[config.mk]
export PLATFORM = sky130hd
export DESIGN_NAME = halt_dump_unit_flat
export DESIGN_NICKNAME = d
export VERILOG_FILES = /design/src/rtl/halt_dump_unit_if.sv /design/src/rtl/halt_dump_unit.sv /design/src/flat_wrapper.sv
export SDC_FILE = /design/constraint.sdc
export NUM_CORES = 1
export LEC_CHECK = 0
export BUFFER_PORTS_ARGS = -buffer_cell sky130_fd_sc_hd__buf_2
export CELL_PAD_IN_SITES_DETAIL_PLACEMENT = 0
export CELL_PAD_IN_SITES_GLOBAL_PLACEMENT = 1
export CORE_ASPECT_RATIO = 0.5
export CORE_MARGIN = 4
export CORE_UTILIZATION = 32
export DETAILED_ROUTE_END_ITERATION = 6
export PLACE_DENSITY = 0.8
export SYNTH_ARGS = -nofsm -noshare
export SYNTH_HDL_FRONTEND = slang
export SYNTH_SLANG_ARGS = --single-unit
[constraint.sdc]
create_clock -name clk -period 2.2 [get_ports clk]
set_clock_uncertainty 0.05 [all_clocks]
set_input_delay 0.11 -clock clk [delete_from_list [all_inputs] [get_ports clk]]
set_output_delay 0.11 -clock clk [all_outputs]
set_load 0.01 [all_outputs]
[src/rtl/halt_dump_unit_if.sv]
`default_nettype none
// ============================================================================
//  Module      : halt_dump_unit_if
//  Description : Valid/ready word stream carrying dumped data-memory words.
//                master drives valid/data/index and samples ready;
//                slave consumes.
//  Ports       : valid  - data/index are presented
//                ready  - consumer accepts the current word
//                data   - dumped 32-bit word
//                index  - 0-based position of the word within the dump
//  Revision    : 1.0 - initial release
// ============================================================================
interface halt_dump_unit_if;
    logic        valid;
    logic        ready;
    logic [31:0] data;
    logic [15:0] index;

    modport master (output valid, output data, output index, input ready);
    modport slave  (input valid, input data, input index, output ready);
endinterface
`default_nettype wire

[src/rtl/halt_dump_unit.sv]
`default_nettype none
// ============================================================================
//  Module      : halt_dump_unit
//  Description : Run-end observer for the core. Counts run cycles while the
//                core executes; when pc reaches END_PC it stalls the core and
//                streams DUMP_COUNT data-memory words out over a valid/ready
//                port. A watchdog stops runaway programs after MAX_CYCLES.
//  Ports       : clk, reset (sync, active low)
//                pc            - current core PC
//                cpu_stall     - freeze core state
//                dmem_rd_en/addr/data - second data-memory read port
//                dump          - valid/ready stream of dumped words
//                done          - dump complete (sticky)
//                timeout       - watchdog expired (sticky)
//                cycle_count   - run cycles elapsed, saturating
//  Revision    : 1.0 - initial release
// ============================================================================
module halt_dump_unit #(
    parameter logic [31:0] END_PC     = 32'h54,
    parameter int          DUMP_BASE  = 15,
    parameter int          DUMP_COUNT = 1,
    parameter int          ADDR_W     = 8,
    parameter int          MAX_CYCLES = 4096
) (
    input  wire logic              clk,
    input  wire logic              reset,
    input  wire logic [31:0]       pc,
    output logic                   cpu_stall,
    output logic                   dmem_rd_en,
    output logic [ADDR_W-1:0]      dmem_rd_addr,
    input  wire logic [31:0]       dmem_rd_data,
    halt_dump_unit_if.master       dump,
    output logic                   done,
    output logic                   timeout,
    output logic [31:0]            cycle_count
);

    localparam logic [31:0] TMO_AT   = 32'(MAX_CYCLES - 1);
    localparam logic [15:0] LAST_IDX = 16'((DUMP_COUNT == 0) ? 0 : DUMP_COUNT - 1);

    typedef enum logic [2:0] {
        S_RUN  = 3'd0,
        S_READ = 3'd1,
        S_WAIT = 3'd2,
        S_OUT  = 3'd3,
        S_DONE = 3'd4,
        S_TMO  = 3'd5
    } state_t;

    state_t      r_state;
    logic [15:0] r_idx;

    // Read strobe and address decode straight from state so the memory sees
    // the request in the first stalled cycle; address wraps at ADDR_W bits.
    always_comb begin
        dmem_rd_en   = 1'b0;
        dmem_rd_addr = '0;
        if (r_state == S_READ) begin
            dmem_rd_en   = 1'b1;
            dmem_rd_addr = ADDR_W'(DUMP_BASE) + ADDR_W'(r_idx);
        end
    end

    always_ff @(posedge clk) begin
        if (!reset) begin
            r_state     <= S_RUN;
            r_idx       <= '0;
            cycle_count <= '0;
            cpu_stall   <= 1'b0;
            dump.valid  <= 1'b0;
            dump.data   <= '0;
            dump.index  <= '0;
            done        <= 1'b0;
            timeout     <= 1'b0;
        end else begin
            case (r_state)
                S_RUN: begin
                    if (cycle_count != 32'hFFFF_FFFF) begin
                        cycle_count <= cycle_count + 32'd1;
                    end
                    // END_PC has priority over the watchdog in the same cycle.
                    if (pc == END_PC) begin
                        cpu_stall <= 1'b1;
                        if (DUMP_COUNT == 0) begin
                            done    <= 1'b1;
                            r_state <= S_DONE;
                        end else begin
                            r_state <= S_READ;
                        end
                    end else if (cycle_count == TMO_AT) begin
                        cpu_stall <= 1'b1;
                        timeout   <= 1'b1;
                        r_state   <= S_TMO;
                    end
                end
                S_READ: begin
                    r_state <= S_WAIT;
                end
                S_WAIT: begin
                    // Read data returns one cycle after the strobe.
                    dump.data  <= dmem_rd_data;
                    dump.index <= r_idx;
                    dump.valid <= 1'b1;
                    r_state    <= S_OUT;
                end
                S_OUT: begin
                    if (dump.ready) begin
                        dump.valid <= 1'b0;
                        if (r_idx == LAST_IDX) begin
                            done    <= 1'b1;
                            r_state <= S_DONE;
                        end else begin
                            r_idx   <= r_idx + 16'd1;
                            r_state <= S_READ;
                        end
                    end
                end
                default: begin
                    // DONE and TMO are terminal until reset.
                end
            endcase
        end
    end

endmodule
`default_nettype wire

[src/flat_wrapper.sv]
// flat-port wrapper written by rule: the top's interface ports become plain ports
module halt_dump_unit_flat 
#(
    parameter logic [31:0] END_PC     = 32'h54,
    parameter int          DUMP_BASE  = 15,
    parameter int          DUMP_COUNT = 1,
    parameter int          ADDR_W     = 8,
    parameter int          MAX_CYCLES = 4096
)
  (clk, reset, pc, cpu_stall, dmem_rd_en, dmem_rd_addr, dmem_rd_data, done, timeout, cycle_count, dump_valid, dump_data, dump_index, dump_ready);
  halt_dump_unit_if dump_i ();
  input  wire logic clk;
  input  wire logic reset;
  input  wire logic [31:0] pc;
  output logic cpu_stall;
  output logic dmem_rd_en;
  output logic [ADDR_W-1:0] dmem_rd_addr;
  input  wire logic [31:0] dmem_rd_data;
  output logic done;
  output logic timeout;
  output logic [31:0] cycle_count;
  output wire logic [$bits(dump_i.valid)-1:0] dump_valid;
  output wire logic [$bits(dump_i.data)-1:0] dump_data;
  output wire logic [$bits(dump_i.index)-1:0] dump_index;
  input wire logic [$bits(dump_i.ready)-1:0] dump_ready;
  assign dump_valid = dump_i.valid;
  assign dump_data = dump_i.data;
  assign dump_index = dump_i.index;
  assign dump_i.ready = dump_ready;
  halt_dump_unit #(.END_PC(END_PC), .DUMP_BASE(DUMP_BASE), .DUMP_COUNT(DUMP_COUNT), .ADDR_W(ADDR_W), .MAX_CYCLES(MAX_CYCLES)) u_core (.clk(clk), .reset(reset), .pc(pc), .cpu_stall(cpu_stall), .dmem_rd_en(dmem_rd_en), .dmem_rd_addr(dmem_rd_addr), .dmem_rd_data(dmem_rd_data), .dump(dump_i), .done(done), .timeout(timeout), .cycle_count(cycle_count));
endmodule
# Yosys cells after proc, flatten, opt, wreduce, memory -nomap -nowiden
# Index checks and enable logic that the tools add are counted.
# classes
n_mux	11
addsub	3
reduce_logical	12
n_eq_ne	8
bitwise_logic	2
# ops
cell	count
$add A32 B1 Y32 const B	1
$eq A32 B12 Y1 const B	1
$eq A32 B7 Y1 const B	1
$ne A32 B32 Y1 const B	1
$add A16 B1 Y16 const B	1
$logic_not A16 Y1	1
$mux W3	4
$pmux W3 S4	1
$reduce_and A3 Y1	4
$add A4 B8 Y8 const A	1
$mux W8	1
$eq A3 B2 Y1 const B	2
$reduce_and A2 Y1	3
$mux W1	4
$reduce_bool A2 Y1	2
$reduce_bool A4 Y1	1
$eq A3 B1 Y1 const B	1
$logic_not A3 Y1	1
$ne A3 B1 Y1 const B	1
$ne A2 B2 Y1 const B	1
$not A1 Y1	2
$pmux W1 S2	1
# word_totals
output_inout_bits	93
register_bits	103
in_bits	67
wordCells	45

# Longest topological paths before layout
# Gate-level depths: netlist of the first run.
# logic_depth
word_depth	4
mapped_depth	7
mapped_depth_nobuf	7

# Least setup slack after synthesis of the first run
# No wires, ideal clock.
# synth_timing
path_type	flip-flop to flip-flop
startpoint	register u_core.r_idx[0]
endpoint	register u_core.r_idx[12]
t_required_ns	2.022
setup_time_ns	0.128
period_less_slack_ns	2.217
path_slack_ns	-0.017
n_path_buf	0
t_arrival_ns	2.040
path_stages_with_launch	8
path_cell_list	dfxtp_1 -> inv_1 -> ha_1 -> or3b_2 -> nor4_1 -> nor4b_1 -> xnor2_1 -> nor2_1
# synth_via
elab_chain_len	3
elab_cells_between_ends	4
cone_classes	1 x add/sub; 1 x bitwise; 2 x reduce/logical
# synth_rtl
element	line_no	source
start: declaration	halt_dump_unit.sv:51	logic [15:0] r_idx;
start signal: assignment	halt_dump_unit.sv:113	r_idx <= r_idx + 16'd1;
branches (longest 3 deep; another with $add A16 B1 Y16)	n/a	
# Parallel ways; which one is timed is not known.
# A chain may end at the register's enable or synchronous reset.

# Worst setup path after layout of the first run
# layout_timing
startpoint	register u_core.cycle_count[14]
endpoint	register u_core.cycle_count[30]
# layout_via
elab_chain_len	2
elab_cells_between_ends	3
cone_classes	1 x add/sub; 1 x eq/ne; 1 x reduce/logical
# layout_rtl
element	line_no	source
start: declaration	halt_dump_unit.sv:35	output logic [31:0] cycle_count
start signal: assignment	halt_dump_unit.sv:79	cycle_count <= cycle_count + 32'd1;
branches (longest 2 deep; another with $add A32 B1 Y32)	n/a	
# Parallel ways; which one is timed is not known.

==> metrics, run 1 <==
status=complete, no violations; Max IR drop VDD=0.000329 V; initial antenna violation count=0; # rows=30; Sw Share=0.225; remaining global-route overflow=0; number of remaining DRC errors=0; GRT Overall Usage=0.163; Vias=4810; core region area=13800 um^2; largest net degree at the start of global routing=63; total negative setup slack=0 ns; RSZ-0062 raised after global routing=false; worst slew pin tran=~0.66 ns; n_diodes=0; most common cell after layout, fill and taps aside=buf_2; adder-cell share of the synthesized area=0.00821; vias per cell=4.91; starting density of the core=0.332; Mapped Cells=571; Hold Vio Cnt, Final=0; combinational cell fraction of total power=0.045; yosys warns=0; Tcrit/Tclk final=0.961; Synth Area in Simple Gates=0.297; crit-path max FO=5; endpoint type of the worst setup path=flip-flop; Post-Syn Area=4570 um^2; Pwr Density=roughly 570 nW/um^2; WS Path Type=reg -> reg; Post-synth ARST share=0; mux share of post-synthesis cell area=0.00656; Post-Syn Nets=641; vias in the first global route=4503; Yosys reg bits=103; Seq pwr share=0.508; Clock Pin Slew Worst Setup and Hold Paths=0.07 ns; overall power=between 0.003 and 0.004 W; Final Slew Violations=0; WP data arrival=2.34 ns; First-pass DRT Iterations=4; boundary pin count=160; Hold Crit Class=in -> reg; xor and xnor area share after synthesis=0.0613; register area share after synthesis=0.451; Synth Area per Inst=8.01 um^2; TritonCTS sink count=103; largest family of logic cells by synthesized area=simple AND/OR/NAND/NOR gates; H-tree depth=3; max cap viols=0; minimum clock period=2.12 ns; Chip Height=92.5 um; number of enable flip-flop cells after synthesis=0; Critical Path RT=2.42 ns; nets@finish=between 800 and 900; Worst-Skew Late Latency=0.35 ns; max frequency=473 MHz; dpl hpwl=9810 um; RePlAce Congestion=~0.8; static leakage=roughly 2.7 nW; CTS Buffer Depth=2; TritonCTS Buffers=9; Main synth FF type=dfxtp_1; Critical Path Source Type=flip-flop; port buffer count=159; share of layout cells above drive strength 1=0.309; CTS tree=built; Clock Power Share=0.448; post-synthesis compound-gate area fraction=0.135; endpoints failing setup=0; most frequent cells in the layout=buf_2 (159), nand2_1 (118), dfxtp_1 (99); DRT Wirelength=between 10000 and 15000 um; fill cell count=~1400; P_sw=about 0.00083 W; P_int=0.00286 W; WL/cell=14.0 um; Layout area overhead=41.7%; Slew HR=0.557; Netlist cell types=47; global-route wire length before repair=22000 um; clk root buf=clkbuf_16; die width=177 um; Detailed Route Iter0 Violations=288; Detail Route Antenna Nets=0; die area=16400 um^2
==> logic make-up after synthesis <==
kind of cell / count (synthesis)
and+or+nand+nor: 273
adders and majority gates: 3
muxes: 3
xor gates and xnor gates: 32
AOI/OAI and AO/OA: 109
DFF: 103
buffers and inverters: 48
==> sequential cells by signal (all words and copies together), names as in the netlist <==
signal / flops
u_core.dump.valid: 1
u_core.r_idx: 16
u_core.dump.index: 16
u_core.r_state: 3
u_core.dump.data: 32
u_core.timeout: 1
u_core.cycle_count: 32
u_core.cpu_stall: 1
u_core.done: 1
==> worst max-delay path, stage by stage, from the launching register on <==
cell and delay, ns:
dfxtp_1 0.37, nand4_2 0.12, or4_4 0.54, or4_4 0.52, or3_1 0.32, a21oi_1 0.13
==> cells in the mapped netlist (all sizes together) (6+ instances only) <==
cell type	count	area [um^2]
a211oi	7	52.6
a21oi	73	365
buf	8	37.5
clkbuf	26	97.6
dfxtp	103	2060
inv	14	52.6
nand2	118	443
nand3	16	85.1
nand4	19	125
nor2	44	165
nor3	6	35.0
nor4	17	113
o21ai	11	55.1
o31ai	6	45.0
or3	13	81.3
or4	14	113
xnor2	24	210
xor2	8	70.1
==> layer usage <==
metal	GRT usage	part of all wire	vias to the layer above
li1	-	-	2420
met1	0.212	0.45	2263
met2	0.268	0.48	103
met3	0.0359	0.044	24
met4	0.0553	0.023	0
met5	0	0	-
==> repair_timing <==
item,4_1_cts,5_1_grt
endpoints found under the setup margin,1,19
resized for setup,1,12
hold endpoints to repair,32,0
buffers inserted,0,0
hold buffers,32,0
pin swaps,0,2
==> through the flow <==
step / area (um^2) / cells / utilization / hold slack [ns] / setup slack [ns]
6_report: 6480 / 979 / 0.470 / 0.0446 / 0.0850
5_1_grt: 6480 / 979 / 0.470 / 0.0566 / 0.00119
4_1_cts: 6440 / 979 / 0.468 / 0.0353 / 0.0348
3_5_place_dp: 5810 / 932 / 0.422 / 0.306 / 0.00223
3_3_place_gp: 5810 / 932 / 0.422 / 0.300 / 0.0921
2_1_floorplan: 4580 / 571 / - / 0.196 / 0.0237
==> power groups by stage <==
stage	combinational (W)	clock (W)	sequential, W
2_1_floorplan	0.0000402	0	0.00192
3_3_place_gp	0.000118	0	0.00192
3_5_place_dp	0.000119	0	0.00192
4_1_cts	0.000165	0.00171	0.00187
5_1_grt	0.000181	0.00178	0.00187
6_report	0.000165	0.00165	0.00187
==> area by class of cell <==
cell class / count / area (um^2) / area share
timing repair buffer: 235 / 1450 / 0.223
clock inverter: 6 / 76.3 / 0.0118
clock buffer: 9 / 225 / 0.0347
tap: 192 / 240 / 0.0371
sequential: 103 / 2070 / 0.319
multi-input combinational: 420 / 2370 / 0.366
inverter: 14 / 52.6 / 0.00811
==> final timing paths <==
path | startpoint | endpoint | slack [ns] | depth (start not counted)
max | u_core.cycle_count[14] | u_core.cycle_count[30] | 0.08 | 5
min | dump_ready | u_core.r_state[0] | 0.04 | 4
max reg2reg | u_core.cycle_count[14] | u_core.cycle_count[30] | 0.08 | 5
min reg2reg | u_core.dump.index[15] | u_core.dump.index[15] | 0.40 | 2
Note: power is estimated with default switching activity, not from simulation.
==> run 2: changes to the inputs <==
--- a/config.mk
+++ b/config.mk
@@ -6,7 +6,7 @@
 export NUM_CORES = 1
 export LEC_CHECK = 0
 export BUFFER_PORTS_ARGS = -buffer_cell sky130_fd_sc_hd__buf_2
-export CELL_PAD_IN_SITES_DETAIL_PLACEMENT = 0
+export CELL_PAD_IN_SITES_DETAIL_PLACEMENT = 1
 export CELL_PAD_IN_SITES_GLOBAL_PLACEMENT = 1
 export CORE_ASPECT_RATIO = 0.5
 export CORE_MARGIN = 4
@@ -16,3 +16,4 @@
 export SYNTH_ARGS = -nofsm -noshare
 export SYNTH_HDL_FRONTEND = slang
 export SYNTH_SLANG_ARGS = --single-unit
+export TNS_END_PERCENT = 100
==> metrics, run 2 (synthesis gave the netlist of run 1 again) <==
fill cell count=1736 (was 1395); most common cell after layout, fill and taps aside=buf_2 (unchanged); WP buf/inv=0 (unchanged); CTS tree=built (unchanged); Clock Pin Slew Worst Setup and Hold Paths=0.08 ns (was 0.07 ns); max cap viols=0 (unchanged); Hold Vio Cnt, Final=0 (unchanged); met2 Use GR=0.366 (was 0.268); WS Path Type=reg -> reg (unchanged); RePlAce Congestion=0.796 (unchanged); slowest CP cell=or4_4 (unchanged); Detail Route Antenna Nets=0 (unchanged); Worst-Skew Late Latency=0.35 ns (about the same); CTS Buffer Depth=2 (unchanged); Detailed Route Iter0 Violations=211 (was 288); TritonCTS Buffers=9 (unchanged); Layout area overhead=43.2% (was 41.7%); crit-path leading delay family=simple AND/OR/NAND/NOR gates (unchanged); biggest regs=u_core.cycle_count x32, u_core.dump.data x32 (unchanged); final non-filler cell total=984 (was 979); Worst path most repeated cell=or4_4 (unchanged); Tcrit/Tclk final=0.983 (was 0.961); share of layout cells above drive strength 1=0.325 (was 0.309); Critical Path RT=2.43 ns (was 2.42 ns); vias per cell=5.14 (was 4.91); largest net degree at the start of global routing=63 (unchanged); GR peak layer=met2 (unchanged); dpl hpwl=11400 um (was 9810 um); worst hold margin=0.0517 ns (was 0.0446 ns); RSZ-0062 raised after global routing=true (was false); Largest stage delay, worst path=0.58 ns (was 0.54 ns); # rows=30 (unchanged); Final WS setup=0.0384 ns (was 0.0850 ns); core region area=13800 um^2 (unchanged); GRT Overall Usage=0.200 (was 0.163); met3 usage=0.0416 (was 0.0359); H-tree depth=3 (unchanged); Max IR drop VDD=0.000293 V (was 0.000329 V); port buffer count=159 (unchanged); Hold Crit Class=in -> reg (unchanged); remaining global-route overflow=0 (unchanged); DP Cell Count=932 (unchanged); worst slack at placement=-0.00713 ns (was 0.00223 ns); Critical Path Source Type=flip-flop (unchanged); clk root buf=clkbuf_16 (unchanged); crit-path max FO=5 (unchanged); Chip Height=92.5 um (unchanged); endpoint type of the worst setup path=flip-flop (unchanged); nets@finish=855 (was 853); static leakage=2.69 nW (was 2.65 nW); critical-path cell list=nand4_1 -> or4_4 -> or4_4 -> or3_4 -> a21oi_2 (was nand4_2 -> or4_4 -> or4_4 -> or3_1 -> a21oi_1); Slew HR=0.562 (was 0.557); Pwr Density=568 nW/um^2 (was 569 nW/um^2); boundary pin count=160 (unchanged); starting density of the core=0.332 (unchanged); WP data arrival=2.39 ns (was 2.34 ns); Final Slew Violations=0 (unchanged); vias in the first global route=5321 (was 4503); Vias=5062 (was 4810); TritonCTS sink count=103 (unchanged); initial antenna violation count=2 (was 0); DRT Wirelength=16700 um (was 13700 um); worst slew pin tran=0.657 ns (was 0.664 ns); minimum clock period=2.16 ns (was 2.12 ns); most frequent cells in the layout=buf_2 (159), nand2_1 (117), dfxtp_1 (93) (was buf_2 (159), nand2_1 (118), dfxtp_1 (99)); endpoints failing setup=0 (unchanged); overall power=0.00372 W (was 0.00369 W); status=complete, no violations (unchanged); die area=16400 um^2 (unchanged); First-pass DRT Iterations=4 (unchanged); die width=177 um (unchanged); met1 Use GR=0.229 (was 0.212); number of remaining DRC errors=0 (unchanged); global-route wire length before repair=26700 um (was 22000 um); max frequency=463 MHz (was 473 MHz); WL/cell=17.0 um (was 14.0 um)
run 2: cell count changes in the layout (fill, tap and decap cells not counted), sizes merged:
cell and delta:
buf +2, clkbuf +2, clkinvlp -2, diode +2
clkinv +1
run 2: worst register-to-register path: stages (launching register included):
cell and delay, ns:
dfxtp_2 0.33, nand4_1 0.17, or4_4 0.47, or4_4 0.58, or3_4 0.35, a21oi_2 0.13
run 2: cell type report:
| type | instances | area, um^2 | area share |
|---|---|---|---|
| timing repair buffer | 237 | 1460 | 0.223 |
| antenna | 2 | 5.00 | 0.000764 |
| clock inverter | 5 | 61.3 | 0.00936 |
| inverter | 14 | 52.6 | 0.00802 |
| tap | 192 | 240 | 0.0367 |
| multi-input combinational | 420 | 2410 | 0.368 |
| sequential | 103 | 2080 | 0.317 |
| clock buffer | 11 | 243 | 0.0371 |
run 2: final timing paths:
kind                                              from                      to  slack [ns]  depth (start not counted)
worst max-delay path            u_core.cycle_count[19]  u_core.cycle_count[30]        0.04                          5
worst min-delay path                        dump_ready       u_core.r_state[0]        0.05                          4
worst max register to register  u_core.cycle_count[19]  u_core.cycle_count[30]        0.04                          5
worst min register to register   u_core.dump.index[15]   u_core.dump.index[15]        0.41                          2
run 2: layer usage:
metal | part of all wire | vias to the layer above
li1 | - | 2424
met1 | 0.41 | 2492
met2 | 0.52 | 113
met3 | 0.034 | 33
met4 | 0.029 | 0
met5 | 0 | -
run 2: through the flow:
stage | instance area (um^2) | setup TNS (ns) | util
floorplan | 4580 | 0 | -
global placement | 5810 | 0 | 0.422
detailed placement | 5810 | -0.00713 | 0.422
CTS | 6450 | 0 | 0.468
global route | 6550 | -0.0685 | 0.476
finish | 6550 | 0 | 0.476
run 2: repair_timing:
item	CTS	global route
hold buffers	32	0
pin swaps	0	6
buffers inserted	0	2
resized for setup	5	23
setup endpoints to repair	8	16
hold endpoints to repair	32	0
run 2: report_power, final:
group | internal, W | total, W | switching, W | leakage, nW
Clock | 0.000926 | 0.00168 | 0.000752 | 0.151
Sequential | 0.00187 | 0.00187 | 0.00000623 | 0.835
Combinational | 0.0000955 | 0.000170 | 0.0000746 | 1.70
Total | 0.00289 | 0.00372 | 0.000833 | 2.69
